<file path="src/rtl/register_file.sv">
// Dual-read, single-write general-purpose register file with a registered {V,C,N,Z} status word.
// Define REGFILE_BYPASS_EN to forward same-cycle write data onto matching read ports.
module register_file #(
    parameter int DATA_W = 16,
    parameter int ADDR_W = 3
) (
    input  logic              clock,
    input  logic              reset,
    input  logic              RW,
    input  logic [ADDR_W-1:0] DA,
    input  logic [ADDR_W-1:0] AA,
    input  logic [ADDR_W-1:0] BA,
    input  logic [DATA_W-1:0] D_data,
    input  logic              LS,
    input  logic              V,
    input  logic              C,
    input  logic              N,
    input  logic              Z,
    output logic [DATA_W-1:0] A_data,
    output logic [DATA_W-1:0] B_data,
    output logic [3:0]        status
);

    localparam int NREG = 1 << ADDR_W;

    logic [DATA_W-1:0] regs [NREG];
    logic [3:0]        status_q;

    always_ff @(posedge clock or posedge reset) begin
        if (reset) begin
            for (int i = 0; i < NREG; i++) begin
                regs[i] <= '0;
            end
        end else if (RW) begin
            regs[DA] <= D_data;
        end
    end

    always_ff @(posedge clock or posedge reset) begin
        if (reset) begin
            status_q <= 4'b0000;
        end else if (LS) begin
            status_q <= {V, C, N, Z};
        end
    end

    // Reset gating keeps the ports at zero even when bypass would forward D_data.
    always_comb begin
        A_data = regs[AA];
        B_data = regs[BA];
`ifdef REGFILE_BYPASS_EN
        if (RW && (DA == AA)) A_data = D_data;
        if (RW && (DA == BA)) B_data = D_data;
`endif
        if (reset) begin
            A_data = '0;
            B_data = '0;
        end
    end

    assign status = status_q;

endmodule

</file>
<file path="config.mk">
export PLATFORM = sky130hd
export DESIGN_NAME = register_file
export DESIGN_NICKNAME = d
export VERILOG_FILES = /design/src/rtl/register_file.sv
export SDC_FILE = /design/constraint.sdc
export NUM_CORES = 1
export LEC_CHECK = 0
export ABC_AREA = 1
export CORE_MARGIN = 10
export CORE_UTILIZATION = 50
export CTS_BUF_LIST = sky130_fd_sc_hd__clkbuf_4 sky130_fd_sc_hd__clkbuf_8
export CTS_CLUSTER_DIAMETER = 120
export DETAILED_ROUTE_END_ITERATION = 6
export DONT_BUFFER_PORTS = 1
export SLEW_MARGIN = 20
export SYNTH_ARGS = -nofsm -noshare
export SYNTH_HDL_FRONTEND = slang
export SYNTH_SLANG_ARGS = --single-unit
</file>
<file path="constraint.sdc">
create_clock -name clock -period 9.3 [get_ports clock]
set_clock_uncertainty 0.2 [all_clocks]
set_input_delay 0.93 -clock clock [delete_from_list [all_inputs] [get_ports clock]]
set_output_delay 0.93 -clock clock [all_outputs]
set_load 0.005 [all_outputs]
</file>
---- Word level (Yosys, flattened, before mapping) ----
Index checks and enable logic that the tools add are counted.
Widths: inputs -> output; s select.
cells by class
  magnitude comparators ................... 4
  muxes and demuxes ....................... 11
  bitwise operators ....................... 3
  reduce and logical (&&, ||, !) cells .... 1
operator list
  operator            count
  $bwmux 128          1
  $mux 16             7
  $bmux 16 s3         2
  $demux 16 s3        1
  $ge 4x4->1 const B  3
  $not 3->4           3
  $lt 4x1->1 const B  1
  $logic_and 1x1->1   1
word-level totals
  flip-flop bits (word level) ............. 132
  output and inout port bits .............. 36

---- Longest topological paths before layout ----
  depth in word-level cells ............... 6
  mapped depth ............................ 7
  depth with buffers taken out ............ 6

---- Worst setup path after synthesis ----
No wires, ideal clock.
  path type ............................... in2out
  start ................................... input reset
  end ..................................... output B_data[1]
  arrival time ............................ 5.430 ns
  data required time ...................... 8.170 ns
  path slack .............................. 2.740 ns
  stages .................................. 4
  path buffers ............................ 1
  cells stage by stage .................... inv_1 -> clkbuf_1 -> nand2_1 -> nor2_1
on the way
  cells in the longest elaborated chain, start to end .. 1
ends and longest elaborated chain
  element          RTL line  RTL
  start, declared  8         input logic reset,
  $mux 16          55        if (reset) begin
  end, declared    20        output logic [DATA_W-1:0] B_data,
No other way between the ends.

---- Worst setup path in the final report ----
  start ................................... input BA[0]
  end ..................................... output B_data[0]
on the way
  cells in the longest elaborated chain, start to end .. 5
ends and longest elaborated chain
  element                                      RTL line  RTL
  start, declared                              12        input logic [ADDR_W-1:0] BA,
  $not 3->4 (implied by the code)              50        B_data = regs[BA];
  $bmux 16 s3                                  50
  $mux 16 (implied by the code) (2 in series)  50
  $mux 16                                      55
No other way between the ends. The select of a mux whose other input is x is not followed.

==> metrics.json <==
{
  "drtAntennaViolNets": 0,
  "synth_top_cell_by_area": "sky130_fd_sc_hd__dfrtp_1",
  "drt_wl_total_mm": 24.5,
  "cts_tree": "built",
  "finalWorstPathRequiredPeriod_ns": 3.57,
  "avgRoutedWirePerCell_um": 18.3,
  "worstPathRequired_ns": 8.17,
  "worstSetupEndpointType": "output pin",
  "post-route-period-util_pct": 38.4,
  "synthToLayoutAreaGrowth_pct": 4.98,
  "leakagePower_nw": 4.40,
  "report.final.hold_viol_count": 0,
  "grt_pass1_vias": 6625,
  "reg2regPathDepth": 1,
  "wire_length_of_the_first_global_routing_pass_mm": 38.6,
  "die_span_in_x_um": 144,
  "firstDrtPassIters": 5,
  "synth_top_area_share_pct": 43.0,
  "data_arrival_time_of_the_critical_path_ns": 2.44,
  "tightestPinTransition_ns": 0.839,
  "critical-path-slowest-cell": "sky130_fd_sc_hd__buf_4",
  "drc": 0,
  "port_buffers": 0,
  "slew_headroom_pct": 44.0,
  "grt_start_max_net_pins": 70,
  "final_net_count": 1167,
  "row_count": 45,
  "post-dp-hpwl_mm": 14.7,
  "clock_sinks": 132,
  "critPathKind": "in2out",
  "fp.dieArea_mm2": 0.0207,
  "effective_utilization_at_floorplan_pct": 50.8,
  "worstPathCellList": "inv_2 -> buf_4 -> nand2_1 -> nand3_1 -> nand2_1 -> nor2_1 -> nor2_1",
  "synthTopCellsByArea": "sky130_fd_sc_hd__dfrtp_1 (43%), sky130_fd_sc_hd__nand2_1 (22%), sky130_fd_sc_hd__nand3_1 (10%), sky130_fd_sc_hd__inv_1 (7.3%), sky130_fd_sc_hd__o21ai_0 (7.3%)",
  "critical_path_max_stage_delay_ns": 0.56,
  "critical_path_peak_fanout": 65,
  "path_clk_slew_ns": 0.09,
  "number_of_antenna_violations_at_the_first_check_in_global_routing": 0,
  "vias": 7111,
  "gp_congestion": 0.805,
  "worstPathBufferInverterCount": 2,
  "finalMaxSlewViolations": 0,
  "path_depth": 7,
  "regArea_mm2": 0.00330,
  "rrSetupSlack_ns": 8.31,
  "cts_root_buffer": "sky130_fd_sc_hd__clkbuf_8",
  "number_of_i_o_pins": 69,
  "net_count_after_synthesis": 1208,
  "cts-buffers-inserted": 17,
  "reg2reg_to": "status[0]$_DFFE_PP0P_",
  "synth_cell_types": 16,
  "antenna_cells": 0,
  "final.fill_count": 1569,
  "postSynthAreaPerCell_um2": 6.54,
  "post_synth_inst_count": 1175,
  "critical_path_startpoint_category": "input port",
  "final_common_cell": "sky130_fd_sc_hd__nand2_1",
  "ys_seq_area_share_pct": 43.0,
  "max-clock-path-buffers": 2,
  "report.final.setup_viol": 0,
  "grt.overflow.total": 0,
  "p_per_area_mw_per_mm2": 194,
  "hold_path.class": "in2async",
  "global_route.usage.total_pct": 24.4,
  "hold_ws_ns": 0.104,
  "run_status": "finished clean",
  "count_of_warnings_emitted_by_yosys": 0,
  "insertion_delay_to_the_later_sink_of_the_worst_skew_pair_ns": 0.47,
  "cts_setup_buffers": 0,
  "critical_path.reg2reg.startpoint": "status[0]$_DFFE_PP0P_",
  "synth-seq-cells": 132,
  "final.setup.tns_ns": 0,
  "core_mm2": 0.0151,
  "max-vdd-ir-drop_uv": 164,
  "footprint_of_the_multi_input_gates_mm2": 0.00348,
  "ctsHtreeMaxLevel": 4,
  "detailedRoute.firstIterationViolations": 667,
  "synth_area_mm2": 0.00769,
  "cts_resized": 0,
  "path_delay_family": "buffers and inverters",
  "achievable-frequency_mhz": 280,
  "timing.max_cap.violations": 0,
  "die-height_um": 144,
  "rsz0062_at_grt": "no",
  "commonest_cells_after_routing_fill_and_taps_aside": "sky130_fd_sc_hd__nand2_1 (454), sky130_fd_sc_hd__nand3_1 (161), sky130_fd_sc_hd__inv_1 (149)",
  "drive_above_1_share_pct": 4.88,
  "hold_buffers": 0,
  "via_per_inst": 5.33
}
## synthesized netlist by cell type
| library cell | instances |
|---|---|
| sky130_fd_sc_hd__dfrtp_1 | 132 |
| sky130_fd_sc_hd__buf_2 | 46 |
| sky130_fd_sc_hd__inv_2 | 3 |
| sky130_fd_sc_hd__inv_1 | 150 |
| sky130_fd_sc_hd__nor2_1 | 67 |
| sky130_fd_sc_hd__clkbuf_2 | 3 |
| sky130_fd_sc_hd__nand3_1 | 161 |
| sky130_fd_sc_hd__nor3_4 | 1 |
| sky130_fd_sc_hd__o21ai_0 | 112 |
| sky130_fd_sc_hd__o21ai_1 | 16 |
| sky130_fd_sc_hd__mux2_2 | 4 |
| sky130_fd_sc_hd__nor2_2 | 1 |
| sky130_fd_sc_hd__clkbuf_1 | 21 |
| sky130_fd_sc_hd__nand2_1 | 455 |
| sky130_fd_sc_hd__buf_4 | 1 |
| sky130_fd_sc_hd__buf_1 | 2 |
## kinds of logic (layout without fill, tap and decap cells)
kind of cell    after synthesis  count (layout)  synth area share (%)
compound gates              128             128                  8.33
simple gates                685             685                  36.3
buf+inv                     226             198                  11.9
flops                       132             132                  43.0
mux                           4               4                 0.586
## worst max-delay path by stage
stage          start                  end  slack [ns]
6_report       BA[0]            B_data[0]        5.73
4_1_cts        BA[0]            B_data[0]        5.79
3_3_place_gp   BA[0]            B_data[0]        5.79
3_5_place_dp   BA[0]            B_data[0]        5.80
5_1_grt        reset            B_data[4]        5.64
2_1_floorplan  reset  regs[0]$_DFFE_PP0P_        2.73
## routing by layer
metal	vias up	wire, um	global-route usage, %
li1	3536	-	-
met1	3308	10800	32.2
met2	240	11100	38.0
met3	27	2230	7.25
met4	0	413	7.15
met5	-	0	0
## flip-flops by register name (all words and copies together) (netlist names)
signal / count
status: 4
regs: 128
## layout make-up
class                           count  area share, %
Multi-Input combinational cell    817           43.1
Sequential cell                   132           40.9
Inverter                          153           7.18
Clock buffer                       23           3.77
Tap cell                          188           2.91
Timing Repair Buffer               13           1.21
Clock inverter                      9          0.961
## metrics by stage
stage               instance area, um^2  util [%]  setup slack (ns)  total power (W)  instances
global placement                   7690      50.8              5.79          0.00109       1303
floorplan                          7690         -              2.73          0.00103       1175
detailed placement                 7690      50.8              5.80          0.00110       1303
finish                             8070      53.3              5.73          0.00157       1335
CTS                                8070      53.3              5.79          0.00157       1335
global route                       8070      53.3              5.64          0.00168       1335
## power by group
part	switching (W)	internal, W	leakage [nW]
Combinational	0.000230	0.000124	2.56
Sequential	0.0000529	0.000681	1.65
Clock	0.000235	0.000243	0.194
Power figures use the tool's default switching activity.
